[src/rtl/bus_ctrl_ws_pkg.sv]
// Shared types and helpers for the wait-state bus controller.
package bus_ctrl_pkg;

    typedef enum logic [1:0] {
        IDLE   = 2'd0,
        ACCESS = 2'd1,
        DONE   = 2'd2
    } state_t;

    localparam int CNT_W    = 8;
    localparam int PACK_MAX = 1024;

    // Extract field idx of the given width from a packed per-region vector
    // (region 0 in the LSBs). Fields wider than 32 bits are not supported.
    function automatic logic [31:0] region_field(input logic [PACK_MAX-1:0] vec,
                                                 input int idx,
                                                 input int width);
        logic [PACK_MAX-1:0] sh;
        logic [31:0]         mask;
        sh   = vec >> (idx * width);
        mask = (width >= 32) ? 32'hFFFF_FFFF : ((32'd1 << width) - 32'd1);
        return sh[31:0] & mask;
    endfunction

endpackage

[src/rtl/bus_ctrl_ws_if.sv]
// Bus bundle between the CPU master / peripherals and the bus controller.
interface bus_ctrl_ws_if #(
    parameter int ADDR_W = 16,
    parameter int DATA_W = 8,
    parameter int N_REG  = 5
);
    // Handshake: the master raises i_req with stable i_addr/i_rnw/i_wdata and
    // holds it until the controller pulses o_ready for one cycle (o_err and
    // o_rdata are valid in that same cycle). Slaves see o_ce[k] (qualified by
    // o_we) and answer with i_slv_rdy[k]; the controller never completes
    // before the region's minimum wait count has elapsed.
    logic                    i_req;
    logic [ADDR_W-1:0]       i_addr;
    logic                    i_rnw;
    logic [DATA_W-1:0]       i_wdata;
    logic                    o_ready;
    logic [DATA_W-1:0]       o_rdata;
    logic                    o_err;
    logic [N_REG-1:0]        o_ce;
    logic                    o_we;
    logic [ADDR_W-1:0]       o_addr;
    logic [DATA_W-1:0]       o_wdata;
    logic [N_REG*DATA_W-1:0] i_slv_rdata;
    logic [N_REG-1:0]        i_slv_rdy;

    // Master side: the CPU plus the peripheral responders.
    modport master (
        output i_req, i_addr, i_rnw, i_wdata, i_slv_rdata, i_slv_rdy,
        input  o_ready, o_rdata, o_err, o_ce, o_we, o_addr, o_wdata
    );

    // Slave side: the bus controller itself.
    modport slave (
        input  i_req, i_addr, i_rnw, i_wdata, i_slv_rdata, i_slv_rdy,
        output o_ready, o_rdata, o_err, o_ce, o_we, o_addr, o_wdata
    );
endinterface

[src/rtl/bus_ctrl_ws_decoder.sv]
// Combinational priority address decoder: lowest matching region index wins.
module bus_region_decoder
    import bus_ctrl_pkg::*;
#(
    parameter int                      ADDR_W   = 16,
    parameter int                      N_REG    = 5,
    parameter logic [N_REG*ADDR_W-1:0] REG_BASE = {16'h8000, 16'h6000, 16'h4000, 16'h2000, 16'h0000},
    parameter logic [N_REG*ADDR_W-1:0] REG_MASK = {16'h8000, 16'hE000, 16'hFFE0, 16'hE000, 16'hE000},
    localparam int                     IDX_W    = (N_REG > 1) ? $clog2(N_REG) : 1
) (
    input  logic [ADDR_W-1:0] addr,
    output logic [N_REG-1:0]  hit_vec,
    output logic              hit,
    output logic [IDX_W-1:0]  hit_idx
);

    logic [ADDR_W-1:0] base;
    logic [ADDR_W-1:0] mask;

    always_comb begin
        hit     = 1'b0;
        hit_idx = '0;
        hit_vec = '0;
        base    = '0;
        mask    = '0;
        for (int k = 0; k < N_REG; k++) begin
            base = ADDR_W'(region_field(PACK_MAX'(REG_BASE), k, ADDR_W));
            mask = ADDR_W'(region_field(PACK_MAX'(REG_MASK), k, ADDR_W));
            if (!hit && ((addr & mask) == base)) begin
                hit        = 1'b1;
                hit_idx    = IDX_W'(k);
                hit_vec[k] = 1'b1;
            end
        end
    end

endmodule

[src/rtl/bus_ctrl_ws.sv]
// Bus control unit: region decode, registered chip enables, per-region wait
// states with slave-ready handshake, timeout error and open-bus latch.
module bus_ctrl_ws
    import bus_ctrl_pkg::*;
#(
    parameter int                      ADDR_W        = 16,
    parameter int                      DATA_W        = 8,
    parameter int                      N_REG         = 5,
    parameter logic [N_REG*ADDR_W-1:0] REG_BASE      = {16'h8000, 16'h6000, 16'h4000, 16'h2000, 16'h0000},
    parameter logic [N_REG*ADDR_W-1:0] REG_MASK      = {16'h8000, 16'hE000, 16'hFFE0, 16'hE000, 16'hE000},
    parameter logic [N_REG*4-1:0]      REG_WAIT      = {4'd1, 4'd2, 4'd0, 4'd1, 4'd0},
    parameter int                      TIMEOUT       = 15,
    parameter logic [DATA_W-1:0]       OPEN_BUS_INIT = 8'hFF
) (
    input  logic          i_clk,
    input  logic          i_reset,
    bus_ctrl_ws_if.slave  bus,
    output state_t        o_dbg_state
);

    localparam int IDX_W = (N_REG > 1) ? $clog2(N_REG) : 1;

    state_t             state, state_n;
    logic [CNT_W-1:0]   cnt, cnt_n;
    logic [IDX_W-1:0]   idx, idx_n;
    logic               rnw_q, rnw_n;
    logic [DATA_W-1:0]  open_bus, open_bus_n;
    logic [N_REG-1:0]   ce_n;
    logic               we_n, ready_n, err_n;
    logic [ADDR_W-1:0]  addr_n;
    logic [DATA_W-1:0]  wdata_n, rdata_n;

    logic [N_REG-1:0]   hit_vec;
    logic               hit;
    logic [IDX_W-1:0]   hit_idx;

    logic [CNT_W-1:0]   wait_k, limit_k;
    logic [CNT_W:0]     limit_sum;
    logic [DATA_W-1:0]  slv_data_k;
    logic               rdy_k;

    bus_region_decoder #(
        .ADDR_W   (ADDR_W),
        .N_REG    (N_REG),
        .REG_BASE (REG_BASE),
        .REG_MASK (REG_MASK)
    ) u_dec (
        .addr    (bus.i_addr),
        .hit_vec (hit_vec),
        .hit     (hit),
        .hit_idx (hit_idx)
    );

    // Timeout limit clamps at the counter's saturation value so it stays reachable.
    always_comb begin
        wait_k     = CNT_W'(region_field(PACK_MAX'(REG_WAIT), int'(idx), 4));
        limit_sum  = {1'b0, wait_k} + (CNT_W+1)'(TIMEOUT);
        limit_k    = limit_sum[CNT_W] ? '1 : limit_sum[CNT_W-1:0];
        slv_data_k = DATA_W'(region_field(PACK_MAX'(bus.i_slv_rdata), int'(idx), DATA_W));
        rdy_k      = bus.i_slv_rdy[idx];
    end

    always_comb begin
        state_n    = state;
        cnt_n      = cnt;
        idx_n      = idx;
        rnw_n      = rnw_q;
        open_bus_n = open_bus;
        ce_n       = bus.o_ce;
        we_n       = bus.o_we;
        addr_n     = bus.o_addr;
        wdata_n    = bus.o_wdata;
        rdata_n    = bus.o_rdata;
        ready_n    = 1'b0;
        err_n      = 1'b0;
        unique case (state)
            IDLE: begin
                if (bus.i_req) begin
                    addr_n  = bus.i_addr;
                    wdata_n = bus.i_wdata;
                    rnw_n   = bus.i_rnw;
                    if (hit) begin
                        idx_n   = hit_idx;
                        ce_n    = hit_vec;
                        we_n    = !bus.i_rnw;
                        cnt_n   = '0;
                        state_n = ACCESS;
                    end else begin
                        // Unmapped: nobody drives the bus, the read sees open-bus.
                        ready_n = 1'b1;
                        if (bus.i_rnw) rdata_n = open_bus;
                        state_n = DONE;
                    end
                end
            end
            ACCESS: begin
                if ((cnt >= wait_k) && rdy_k) begin
                    ce_n    = '0;
                    we_n    = 1'b0;
                    ready_n = 1'b1;
                    state_n = DONE;
                    if (rnw_q) begin
                        rdata_n    = slv_data_k;
                        open_bus_n = slv_data_k;
                    end else begin
                        open_bus_n = bus.o_wdata;
                    end
                end else if (cnt >= limit_k) begin
                    ce_n    = '0;
                    we_n    = 1'b0;
                    ready_n = 1'b1;
                    err_n   = 1'b1;
                    state_n = DONE;
                    if (rnw_q) rdata_n = open_bus;
                end else begin
                    cnt_n = (cnt == '1) ? cnt : cnt + 1'b1;
                end
            end
            DONE: begin
                state_n = IDLE;
            end
            default: begin
                state_n = IDLE;
            end
        endcase
    end

    always_ff @(posedge i_clk or posedge i_reset) begin
        if (i_reset) begin
            state       <= IDLE;
            cnt         <= '0;
            idx         <= '0;
            rnw_q       <= 1'b1;
            open_bus    <= OPEN_BUS_INIT;
            bus.o_ce    <= '0;
            bus.o_we    <= 1'b0;
            bus.o_addr  <= '0;
            bus.o_wdata <= '0;
            bus.o_rdata <= OPEN_BUS_INIT;
            bus.o_ready <= 1'b0;
            bus.o_err   <= 1'b0;
        end else begin
            state       <= state_n;
            cnt         <= cnt_n;
            idx         <= idx_n;
            rnw_q       <= rnw_n;
            open_bus    <= open_bus_n;
            bus.o_ce    <= ce_n;
            bus.o_we    <= we_n;
            bus.o_addr  <= addr_n;
            bus.o_wdata <= wdata_n;
            bus.o_rdata <= rdata_n;
            bus.o_ready <= ready_n;
            bus.o_err   <= err_n;
        end
    end

    assign o_dbg_state = state;

endmodule

[src/flat_wrapper.sv]
// flat-port wrapper written by rule: the top's interface ports become plain ports
module bus_ctrl_ws_flat import bus_ctrl_pkg::*;
#(
    parameter int                      ADDR_W        = 16,
    parameter int                      DATA_W        = 8,
    parameter int                      N_REG         = 5,
    parameter logic [N_REG*ADDR_W-1:0] REG_BASE      = {16'h8000, 16'h6000, 16'h4000, 16'h2000, 16'h0000},
    parameter logic [N_REG*ADDR_W-1:0] REG_MASK      = {16'h8000, 16'hE000, 16'hFFE0, 16'hE000, 16'hE000},
    parameter logic [N_REG*4-1:0]      REG_WAIT      = {4'd1, 4'd2, 4'd0, 4'd1, 4'd0},
    parameter int                      TIMEOUT       = 15,
    parameter logic [DATA_W-1:0]       OPEN_BUS_INIT = 8'hFF
)
  (i_clk, i_reset, o_dbg_state, bus_i_req, bus_i_addr, bus_i_rnw, bus_i_wdata, bus_i_slv_rdata, bus_i_slv_rdy, bus_o_ready, bus_o_rdata, bus_o_err, bus_o_ce, bus_o_we, bus_o_addr, bus_o_wdata);
  bus_ctrl_ws_if #(.ADDR_W(ADDR_W), .DATA_W(DATA_W), .N_REG(N_REG)) bus_i ();
  input  logic i_clk;
  input  logic i_reset;
  output state_t o_dbg_state;
  input wire logic [$bits(bus_i.i_req)-1:0] bus_i_req;
  input wire logic [$bits(bus_i.i_addr)-1:0] bus_i_addr;
  input wire logic [$bits(bus_i.i_rnw)-1:0] bus_i_rnw;
  input wire logic [$bits(bus_i.i_wdata)-1:0] bus_i_wdata;
  input wire logic [$bits(bus_i.i_slv_rdata)-1:0] bus_i_slv_rdata;
  input wire logic [$bits(bus_i.i_slv_rdy)-1:0] bus_i_slv_rdy;
  output wire logic [$bits(bus_i.o_ready)-1:0] bus_o_ready;
  output wire logic [$bits(bus_i.o_rdata)-1:0] bus_o_rdata;
  output wire logic [$bits(bus_i.o_err)-1:0] bus_o_err;
  output wire logic [$bits(bus_i.o_ce)-1:0] bus_o_ce;
  output wire logic [$bits(bus_i.o_we)-1:0] bus_o_we;
  output wire logic [$bits(bus_i.o_addr)-1:0] bus_o_addr;
  output wire logic [$bits(bus_i.o_wdata)-1:0] bus_o_wdata;
  assign bus_i.i_req = bus_i_req;
  assign bus_i.i_addr = bus_i_addr;
  assign bus_i.i_rnw = bus_i_rnw;
  assign bus_i.i_wdata = bus_i_wdata;
  assign bus_i.i_slv_rdata = bus_i_slv_rdata;
  assign bus_i.i_slv_rdy = bus_i_slv_rdy;
  assign bus_o_ready = bus_i.o_ready;
  assign bus_o_rdata = bus_i.o_rdata;
  assign bus_o_err = bus_i.o_err;
  assign bus_o_ce = bus_i.o_ce;
  assign bus_o_we = bus_i.o_we;
  assign bus_o_addr = bus_i.o_addr;
  assign bus_o_wdata = bus_i.o_wdata;
  bus_ctrl_ws #(.ADDR_W(ADDR_W), .DATA_W(DATA_W), .N_REG(N_REG), .REG_BASE(REG_BASE), .REG_MASK(REG_MASK), .REG_WAIT(REG_WAIT), .TIMEOUT(TIMEOUT), .OPEN_BUS_INIT(OPEN_BUS_INIT)) u_core (.i_clk(i_clk), .i_reset(i_reset), .bus(bus_i), .o_dbg_state(o_dbg_state));
endmodule
[config.mk]
export PLATFORM = sky130hd
export DESIGN_NAME = bus_ctrl_ws_flat
export DESIGN_NICKNAME = d
export VERILOG_FILES = /design/src/rtl/bus_ctrl_ws_pkg.sv /design/src/rtl/bus_ctrl_ws_if.sv /design/src/rtl/bus_ctrl_ws_decoder.sv /design/src/rtl/bus_ctrl_ws.sv /design/src/flat_wrapper.sv
export SDC_FILE = /design/constraint.sdc
export NUM_CORES = 1
export LEC_CHECK = 0
export BUFFER_PORTS_ARGS = -buffer_cell sky130_fd_sc_hd__clkbuf_2
export CAP_MARGIN = 20
export CORE_UTILIZATION = 50
export DETAILED_ROUTE_END_ITERATION = 10
export MAX_ROUTING_LAYER = met4
export PLACE_DENSITY_LB_ADDON = 0.12
export REMOVE_ABC_BUFFERS = 1
export SKIP_LAST_GASP = 1
export SYNTH_ARGS = -nofsm -noshare
export SYNTH_HDL_FRONTEND = slang
export SYNTH_SLANG_ARGS = --single-unit
[constraint.sdc]
create_clock -name i_clk -period 3.4 [get_ports i_clk]
set_clock_uncertainty 0.2 [all_clocks]
set_input_delay 0.68 -clock i_clk [delete_from_list [all_inputs] [get_ports i_clk]]
set_output_delay 0.68 -clock i_clk [all_outputs]
set_load 0.02 [all_outputs]
**Word-level counts from Yosys, hierarchy flattened**

Cells that the tools add are included.

- Bits of input ports: 73
- Register bits after elaboration: 62

- Reductions and logical operators: 20
- Equal/unequal tests: 14
- Order comparisons: 3
- Muxes and demuxes: 53
- $add $sub $neg: 2
- Shift-type cells: 2

Operators with widths:

| operator | number |
|---|---|
| 8-bit two-way mux | 14 |
| 40-bit by 6-bit right shift with 8-bit output | 1 |
| 8-bit case mux with 2 select lines | 2 |
| 1-bit two-way mux | 21 |
| 5-bit two-way mux | 4 |
| 17-bit by 5-bit right shift with 4-bit output (first input constant) | 1 |
| 16-bit zero test | 1 |
| 2-bit != test (second input constant) | 6 |
| 6-bit AND reduction | 2 |
| 11-bit by 10-bit == test with 1-bit output (second input constant) | 1 |
| 2-bit two-way mux | 5 |
| 5-bit case mux with 2 select lines | 1 |
| 8-bit by 1-bit adder with 8-bit output (second input constant) | 1 |
| 8-bit == test (second input constant) | 1 |
| 8-bit by 4-bit >= comparator with 1-bit output | 1 |
| 8-bit >= comparator | 1 |
| 3-bit two-way mux | 2 |
| 2-bit AND reduction | 3 |
| 4-bit by 4-bit adder with 5-bit output (second input constant) | 1 |
| 1-bit logical AND | 5 |
| 1-bit zero test | 5 |
| 3-bit by 4-bit less-than comparator with 1-bit output (second input constant) | 1 |
| 2-bit by 1-bit != test with 1-bit output (second input constant) | 2 |
| 1-bit case mux with 2 select lines | 2 |
| other kinds (10) | 10 |

**Logic depth before layout (Yosys ltp)**

Gate-level depths: netlist (run 1).

- Depth in word-level cells: 17
- Gate-level depth with buffers: 11
- Mapped depth without buffers: 8

**By module**

Synthesis (run 1) repeated with hierarchy kept, for this count alone.

- Cell total of the unflattened synthesis: 282
- Area total of the unflattened synthesis: 3,290.7 um2

Modules (own cells, without submodules):

| module | cells an instance | seq. area each (um2) | area each (um2) | times used |
|---|---|---|---|---|
| bus_ctrl_ws | 268 | 1,572.8 | 3,203.1 | 1 |
| bus_region_decoder | 14 | 0.0 | 87.6 | 1 |

**Worst setup path after synthesis (run 1)**

OpenSTA, ideal clock, no wires.

- Path kind: flip-flop to flip-flop
- From: register u_core.idx[2]
- To: register u_core.bus.o_ce[0]
- Cell stages (with the launch flop): 10
- Clock period less this slack: 3,092 ps
- Path slack: 308 ps
- Data arrival time: 2,767 ps
- Required time: 3,075 ps
- Cells stage by stage: dfrtp_1 > nor3b_1 > clkbuf_1 > or2_2 > ha_1 > o211ai_1 > a21boi_0 > nand2_1 > a311oi_4 > mux2_4

- Cells in the longest elaborated chain, start to end: 6

Ends and longest elaborated chain:

| element | RTL line | RTL |
|---|---|---|
| from (decl) | bus_ctrl_ws.sv:25 | `logic [IDX_W-1:0] idx, idx_n;` |
| from (signal assigned) | bus_ctrl_ws.sv:145 | `idx <= idx_n;` |
| 17-bit by 5-bit right shift with 4-bit output | bus_ctrl_ws_pkg.sv:20 | `sh = vec >> (idx * width);` |
| 4-bit by 4-bit adder with 5-bit output | bus_ctrl_ws.sv:57 | `limit_sum = {1'b0, wait_k} + (CNT_W+1)'(TIMEOUT);` |
| 8-bit two-way mux | bus_ctrl_ws.sv:58 | `limit_k = limit_sum[CNT_W] ? '1 : limit_sum[CNT_W-1:0];` |
| 8-bit >= comparator | bus_ctrl_ws.sv:108 | `end else if (cnt >= limit_k) begin` |
| 3-bit by 1-bit != test with 1-bit output (no line) | -- |  |
| 4-bit AND reduction (no line) | -- |  |
| to (signal assigned) | bus_ctrl_ws.sv:148 | `bus.o_ce <= ce_n;` |
| to (decl) | bus_ctrl_ws_if.sv:35 | `output o_ready, o_rdata, o_err, o_ce, o_we, o_addr, o_wdata` |

Parallel ways exist; a longest one is shown, timed or not. The select of a mux whose other input is x is not followed.
A chain may end at the register's enable or synchronous reset.

**Final worst setup path (run 1)**

- From: register u_core.idx[0]
- To: register u_core.bus.o_ce[3]

Same word-level chain as after synthesis.

==> results of run 1 <==
-- worst min-delay path by stage --
stage | from | endpoint | slack (ps)
after floorplan | u_core.open_bus[1] | u_core.open_bus[1] | 260
after global placement | u_core.open_bus[4] | u_core.open_bus[4] | 260
after detailed placement | u_core.open_bus[5] | u_core.open_bus[5] | 280
after CTS | u_core.open_bus[4] | u_core.open_bus[4] | 280
after global routing | u_core.open_bus[0] | u_core.open_bus[0] | 300
final | u_core.open_bus[4] | u_core.open_bus[4] | 280
-- final cells by class --
| type | instances | area [µm²] |
|---|---|---|
| clock buffers | 13 | 159 |
| clock inverters | 3 | 90.1 |
| fillers | 514 | 2100 |
| inverters | 11 | 41.3 |
| multi-input cells | 176 | 1640 |
| flip-flops and latches | 62 | 1570 |
| well taps | 77 | 96.3 |
| repair buffers | 120 | 616 |
-- tightest hold or removal path: stages, from the launching register on --
cell and delay (ps):
dfstp_2 370, nand2_1 40, o21ai_0 60
-- per-stage QoR --
| stage | TNS (ps) | instance area (µm²) | utilization, % |
|---|---|---|---|
| after CTS | 0 | 4180 | 66.3 |
| after floorplan | -15240 | 3220 | - |
| after detailed placement | 0 | 3940 | 62.3 |
| after global placement | 0 | 3940 | 62.3 |
| final | 0 | 4220 | 66.8 |
| after global routing | 0 | 4220 | 66.8 |
-- sequential cells by signal, summed over array words and instances (netlist names) --
| register | flops |
|---|---|
| u_core.bus.o_addr | 16 |
| u_core.bus.o_ce | 5 |
| u_core.bus.o_err | 1 |
| u_core.bus.o_rdata | 8 |
| u_core.bus.o_ready | 1 |
| u_core.bus.o_wdata | 8 |
| u_core.bus.o_we | 1 |
| u_core.cnt | 8 |
| u_core.idx | 3 |
| u_core.o_dbg_state | 2 |
| u_core.open_bus | 8 |
| u_core.rnw_q | 1 |
-- metal layers --
metal	routed length, µm	GRT usage, %
met1	3450	31.9
met2	3580	34.8
met3	379	5.36
met5	0	-
met4	89	8.28
-- Yosys cell counts, types with 2 or more instances --
| cell | count | share of area [%] |
|---|---|---|
| nor3_1 | 3 | 0.46 |
| inv_1 | 10 | 1.2 |
| o211ai_1 | 6 | 1.4 |
| nor3b_1 | 4 | 0.92 |
| mux2_4 | 3 | 1.4 |
| and2_1 | 3 | 0.58 |
| nor2b_1 | 2 | 0.38 |
| and3_1 | 3 | 0.58 |
| ha_1 | 7 | 2.7 |
| or2_2 | 2 | 0.38 |
| o21ai_0 | 9 | 1.4 |
| or4_4 | 2 | 0.69 |
| dfrtp_1 | 45 | 35 |
| mux2i_1 | 11 | 3.4 |
| buf_2 | 3 | 0.46 |
| a21oi_1 | 5 | 0.77 |
| nand3_1 | 4 | 0.61 |
| a31o_1 | 2 | 0.54 |
| mux4_2 | 9 | 6.2 |
| dfstp_2 | 17 | 14 |
| o21ai_1 | 2 | 0.31 |
| a22o_1 | 8 | 2.1 |
| nand2_1 | 23 | 2.6 |
| clkbuf_1 | 6 | 0.69 |
| nand2b_1 | 2 | 0.38 |
| a21o_1 | 3 | 0.69 |
| nor4_1 | 3 | 0.58 |
| nor2_1 | 3 | 0.35 |
| mux2_2 | 39 | 13 |
-- what timing repair did --
item | 4_1_cts | 5_1_grt
buffers inserted | 0 | 1
gates resized for setup | 0 | 3
endpoints found under the setup margin | 0 | 12
hold buffers | 0 | 0
-- cell families (layout without fill, tap and decap cells) --
group,Yosys count,after routing,share of synthesized area [%]
adder cells (fa/ha/maj),7,7,2.68
flip-flops,62,62,48.2
AO/OA/AOI/OAI,45,45,11.4
multiplexers,63,63,24.8
buffers and inverters,21,147,2.53
AND/OR/NAND/NOR,60,60,10.1
XOR/XNOR,1,1,0.269
-- power by group --
group | internal, mW | switching (mW)
clock | 0.528 | 0.275
sequential | 1.11 | 0.243
combinational | 0.937 | 1.09
total | 2.57 | 1.61
==> out/metrics.cfg, run 1 <==
[clock_tree]
cts_max_path_buffers = 2
htree_num_levels = 3
cts-root-buf = clkbuf_8
clock_latency_ps = 340
cts_buffers = 9
cts_tree = built
path_clk_slew_ps = 70
clock_sinks = 62

[cells_and_area]
syn2layout_area_growth_pct = 29.3
layout_common_cells = 114 x clkbuf_2, 45 x dfrtp_1, 39 x mux2_2, 23 x nand2_1, 17 x dfstp_2
drive_gt1_share_pct = 56.1
antennaDiodeCount = 0
nets = 460
layout_commonest_cell = clkbuf_2
fin_cells = 462

[critical_path]
crit_path_end = u_core.bus.o_ce[3]
timing.rr.start = u_core.idx[0]
r2r_slack_ps = 220
r2r_cells = 9
path_class = flip-flop to flip-flop
cp_top_family = compound AO/OA/AOI/OAI gates
critPathSlowestCell = a311oi_4
cp-end-kind = flip-flop
worstPathMaxFanout = 12
worstSetupStartpointType = flip-flop
cp_num_buf_inv = 1
slowest_delay_ps = 540
crit_chain = buf_4, nor2b_1, or2_2, ha_1, o211ai_1, a21boi_0, nand2_1, a311oi_4, mux2_4
r2r-end = u_core.bus.o_ce[3]
cp.arrival_ps = 3200
cp-startpoint = u_core.idx[0]
required_ps = 3420
cp_num_cells = 9

[drt]
dr.pass1.iters = 6
vias = 2511
drc = 0
vias_per_cell = 5.44
wirelength_mm = 7.50
first_iter_violations = 145
wl_per_cell_um = 16.2
postRouteAntennaNets = 0

[pwr]
power.density_nw_per_um2 = 991
leakage_nw = 2.05
fin_total_pwr_mw = 4.18
ir_worst_vdd_mv = 0.749

[run]
cap_violations = 0

[timing]
finalHoldViolations = 0
rsz0062_at_grt = false
max_freq_mhz = 314
layout_min_cycle_time_ps = 3180
setup_ws_ps = 217
fin_crit_sh_pct = 93.6
maxSlewViolCount = 0
setup_viol = 0
hold_ws_ps = 282
tightest_slew_ps = 793
slew_headroom_pct = 46.6

[synthesis]
synth-main-ff-cell = dfrtp_1
ys_seq_area_share_pct = 48.2
synthArstFlopShare_pct = 100
synth_area_um2 = 3260
synth_edf_count = 0
ys_warn_count = 0
synth.distinct_cells = 49
ys_seq_elements = 62
synthCells = 259
avgSynthCellArea_um2 = 12.6

[global_routing]
antenna_found_initial = 0
grt_pass1_wl_mm = 11.4
grt-ovfl-total = 0
gr-usage-all-layers_pct = 23.6
grt_pass1_vias = 2379
grt_start_max_net_pins = 63

[floorplanning]
fp-row-count = 29
die_h_um = 82.8
fp.coreArea_um2 = 6310
io_pins = 115
start_util_pct = 51.7
die_area_um2 = 6850
die_w_um = 82.8

[min_path]
worst_hold_path_type = flip-flop to flip-flop
min_path_cells = 2

[placement]
dp_cells = 445
numPortBuffers = 114
place_ws_ps = 71.1
gp_routability_congestion = 0.822
hpwl_mm = 5.35

[status]
status = finished clean

No activity file was read; power rests on OpenSTA's default activity.
==> run 2: changes to the inputs <==
--- a/config.mk
+++ b/config.mk
@@ -7,6 +7,7 @@
 export LEC_CHECK = 0
 export BUFFER_PORTS_ARGS = -buffer_cell sky130_fd_sc_hd__clkbuf_2
 export CAP_MARGIN = 20
+export CORE_MARGIN = 1.5
 export CORE_UTILIZATION = 50
 export DETAILED_ROUTE_END_ITERATION = 10
 export MAX_ROUTING_LAYER = met4
==> out/metrics.cfg, run 2 (same netlist as run 1, synthesis figures left out) <==
[status]
status = finished clean

[global_routing]
use_met3_pct = 4.06
gr-usage-all-layers_pct = 23.6
grt_use_met1_pct = 30.8
grt_pass1_vias = 2555
antenna_found_initial = 0
grt.busiest_layer = met2
grt_pass1_wl_mm = 12.5
grt-ovfl-total = 0
use_met2_pct = 36.2
grt_start_max_net_pins = 63

[cells_and_area]
antennaDiodeCount = 0
layout_commonest_cell = clkbuf_2
nets = 459
largest_reg_flops = 16
top_register = u_core.bus.o_addr
drive_gt1_share_pct = 56.0
syn2layout_area_growth_pct = 27.0
layout_common_cells = 114 x clkbuf_2, 45 x dfrtp_1, 39 x mux2_2, 23 x nand2_1, 17 x dfstp_2

[floorplanning]
fp.coreArea_um2 = 6310
die_area_um2 = 7020
fp-row-count = 29
io_pins = 115
die_w_um = 83.8
start_util_pct = 51.7
die_h_um = 83.8

[drt]
drc = 0
wl_per_cell_um = 16.3
postRouteAntennaNets = 0
first_iter_violations = 127
wirelength_mm = 7.49
vias = 2516
dr.pass1.iters = 4
vias_per_cell = 5.46

[pwr]
ir_worst_vdd_mv = 0.511
leakage_nw = 2.02
power.density_nw_per_um2 = 960
fin_total_pwr_mw = 3.98

[timing]
finalHoldViolations = 0
rsz0062_at_grt = true
maxSlewViolCount = 0
tightest_slew_ps = 763
layout_min_cycle_time_ps = 3240
fin_crit_sh_pct = 95.3
setup_viol = 0
max_freq_mhz = 309
fin_setup_tns_ps = 0
slew_headroom_pct = 49.1

[critical_path]
required_ps = 3460
worstPathMaxFanout = 12
cp-startpoint = u_core.idx[0]
crit_path_end = u_core.bus.o_rdata[0]
r2r_cells = 9
path_class = flip-flop to flip-flop
timing.rr.start = u_core.idx[0]
cp-end-kind = flip-flop
cp.arrival_ps = 3300
r2r-end = u_core.bus.o_rdata[0]
r2r_slack_ps = 160
worstSetupStartpointType = flip-flop

[run]
cap_violations = 0

[placement]
hpwl_mm = 5.38
numPortBuffers = 114
gp_routability_congestion = 0.832

[clock_tree]
cts_tree = built
clock_sinks = 62
ctsResizeCount = 0
cts-root-buf = clkbuf_8
cts_max_path_buffers = 2
cts_buffers = 9
hold_buffers = 0
post_cts_buffers = 0
path_clk_slew_ps = 60
clock_latency_ps = 340
htree_num_levels = 3

[min_path]
worst_hold_path_type = flip-flop to flip-flop

## run 2: cell count changes in the layout (fill, tap and decap cells not counted)
cell,change
bufinv_16,-2
clkinv_2,+2
a41oi_2,+1
a41oi_4,-1
buf_4,-1
clkbuf_8,-1
clkinvlp_4,+1
## run 2: metrics by stage
step	instances	setup slack, ps	hold WS, ps	utilization (%)	cell area [µm²]
floorplan	249	-937	256	-	3220
global placement	445	196	264	62.3	3940
detailed placement	445	135	273	62.3	3940
CTS	461	81.5	283	65.4	4130
global route	461	-45.0	298	65.6	4140
finish	461	159	283	65.6	4140
## run 2: layout make-up
cell class | instances | area (µm²)
multi-input cells | 176 | 1630
clock buffers | 12 | 145
clock inverters | 4 | 47.5
inverters | 11 | 41.3
repair buffers | 119 | 608
flip-flops and latches | 62 | 1570
well taps | 77 | 96.3
fillers | 533 | 2170
## run 2: metal layers
metal	wire, µm	vias to the layer above
met5	0	-
met1	3430	1211
met4	159	0
li1	-	1221
met3	323	12
met2	3590	72
## run 2: critical path: stages (launching register included)
cell and delay (ps):
dfrtp_1 390, buf_4 270, nor2b_1 260, nand2_1 100, ha_1 290, inv_1 40
o211ai_1 490, nand2_1 240, a41oi_2 480, mux2_2 390
## run 2: report_power, final
group | total (mW) | internal (mW) | switching [mW]
Clock | 0.637 | 0.356 | 0.281
Combinational | 1.99 | 0.923 | 1.07
Sequential | 1.35 | 1.11 | 0.242
## run 2: how the worst min path moves through the flow
stage | from | to | slack, ps | depth (start not counted)
floorplan | u_core.open_bus[1] | u_core.open_bus[1] | 260 | 2
global placement | u_core.open_bus[5] | u_core.open_bus[5] | 260 | 2
detailed placement | u_core.open_bus[3] | u_core.open_bus[3] | 270 | 2
CTS | u_core.open_bus[3] | u_core.open_bus[3] | 280 | 2
global route | u_core.open_bus[4] | u_core.open_bus[4] | 300 | 2
finish | u_core.open_bus[3] | u_core.open_bus[3] | 280 | 2
==> run 3: changes to the inputs <==
--- a/config.mk
+++ b/config.mk
@@ -10,7 +10,6 @@
 export CORE_MARGIN = 1.5
 export CORE_UTILIZATION = 50
 export DETAILED_ROUTE_END_ITERATION = 10
-export MAX_ROUTING_LAYER = met4
 export PLACE_DENSITY_LB_ADDON = 0.12
 export REMOVE_ABC_BUFFERS = 1
 export SKIP_LAST_GASP = 1
==> out/metrics.cfg, run 3 (same netlist as run 1, synthesis figures left out) <==
[timing]
finalHoldViolations = 0
fin_crit_sh_pct = 95.5
max_freq_mhz = 308
setup_viol = 0
fin_setup_tns_ps = 0
tightest_slew_ps = 762
layout_min_cycle_time_ps = 3250
hold_ws_ps = 283
maxSlewViolCount = 0
slew_headroom_pct = 49.2
rsz0062_at_grt = true

[clock_tree]
cts_buffers = 9
cts_tree = built
post_cts_buffers = 0
clock_sinks = 62
cts-root-buf = clkbuf_8
path_clk_slew_ps = 60
ctsResizeCount = 0
cts_max_path_buffers = 2
hold_buffers = 0
htree_num_levels = 3
clock_latency_ps = 340

[drt]
drc = 0
vias = 2506
postRouteAntennaNets = 0
wl_per_cell_um = 16.3
wirelength_mm = 7.50
vias_per_cell = 5.44
first_iter_violations = 135
dr.pass1.iters = 4

[placement]
gp_routability_congestion = 0.820
hpwl_mm = 5.38
numPortBuffers = 114

[min_path]
worst_hold_path_type = flip-flop to flip-flop

[status]
status = finished clean

[global_routing]
antenna_found_initial = 0
grt-ovfl-total = 0
grt_pass1_wl_mm = 12.6
grt_pass1_vias = 2553
gr-usage-all-layers_pct = 23.0
grt_start_max_net_pins = 63

[floorplanning]
die_w_um = 83.8
start_util_pct = 51.7
io_pins = 115
die_h_um = 83.8
die_area_um2 = 7020
fp.coreArea_um2 = 6310
fp-row-count = 29

[critical_path]
worstPathMaxFanout = 12
required_ps = 3470
critPathSlowestCell = o211ai_1
slowest_delay_ps = 490
crit_chain = buf_4, nor2b_1, nand2_1, ha_1, inv_1, o211ai_1, nand2_1, a41oi_2, mux2_2
cp-end-kind = flip-flop
cp.arrival_ps = 3310
path_class = flip-flop to flip-flop
worstSetupStartpointType = flip-flop
worst_path_most_repeated_cell = nand2_1

[cells_and_area]
fill_cells = 533
multi_input_area_um2 = 1630
syn2layout_area_growth_pct = 27.0
nets = 459
regArea_um2 = 1570
drive_gt1_share_pct = 56.0
antennaDiodeCount = 0
utilization_pct = 65.6
top_register = u_core.bus.o_addr
layout_common_cells = 114 x clkbuf_2, 45 x dfrtp_1, 39 x mux2_2, 23 x nand2_1, 17 x dfstp_2
largest_reg_flops = 16
layout_commonest_cell = clkbuf_2

[run]
cap_violations = 0

[pwr]
power.density_nw_per_um2 = 960
leakage_nw = 2.02
ir_worst_vdd_mv = 0.511

[run 3: cell counts in the layout (fill, tap and decap cells not counted)]
No cell type changed its count.
[run 3: path summary, 6_finish.rpt]
check                      slack (ps)  depth (start not counted)                from               endpoint
max                               150                          9       u_core.idx[0]  u_core.bus.o_rdata[2]
min                               280                          2  u_core.open_bus[3]     u_core.open_bus[3]
max reg2reg                       150                          9       u_core.idx[0]  u_core.bus.o_rdata[2]
min reg2reg                       280                          2  u_core.open_bus[3]     u_core.open_bus[3]
max in group asynchronous        2160                          3             i_reset          u_core.cnt[6]
min in group asynchronous         330                          3             i_reset   u_core.bus.o_addr[0]
[run 3: power by group]
group | switching [mW] | internal [mW]
Clock | 0.280 | 0.356
Sequential | 0.243 | 1.11
Combinational | 1.07 | 0.923
[run 3: metal layers]
| layer | global-route usage [%] | vias to the layer above | routed length [µm] | part of all wire [%] |
|---|---|---|---|---|
| met3 | 4.75 | 13 | 325 | 4.3 |
| li1 | - | 1214 | - | - |
| met4 | 10.7 | 0 | 164 | 2.2 |
| met1 | 30.5 | 1214 | 3420 | 46 |
| met5 | 0 | - | 0 | 0 |
| met2 | 36.2 | 65 | 3590 | 48 |
[run 3: final cells by class]
type	count	area share, %
clock buffers	12	3.50
clock inverters	4	1.15
inverters	11	0.997
multi-input cells	176	39.4
flip-flops and latches	62	38.0
well taps	77	2.33
repair buffers	119	14.7
[run 3: critical path, delay by kind of cell, from the launching register on]
kind | cells | cell delay, ps
compound gates | 2 | 970
flops | 1 | 400
mux | 1 | 400
buf+inv | 2 | 310
fa+ha+maj | 1 | 290
simple gates | 3 | 600
[run 3: metrics by stage]
step / setup slack (ps) / power [mW] / area [µm²] / cells
2_1_floorplan: -937 / 2.75 / 3220 / 249
3_3_place_gp: 196 / 3.30 / 3940 / 445
3_5_place_dp: 135 / 3.34 / 3940 / 445
4_1_cts: 81.5 / 4.00 / 4130 / 461
5_1_grt: -45.0 / 4.25 / 4140 / 461
6_report: 152 / 3.98 / 4140 / 461
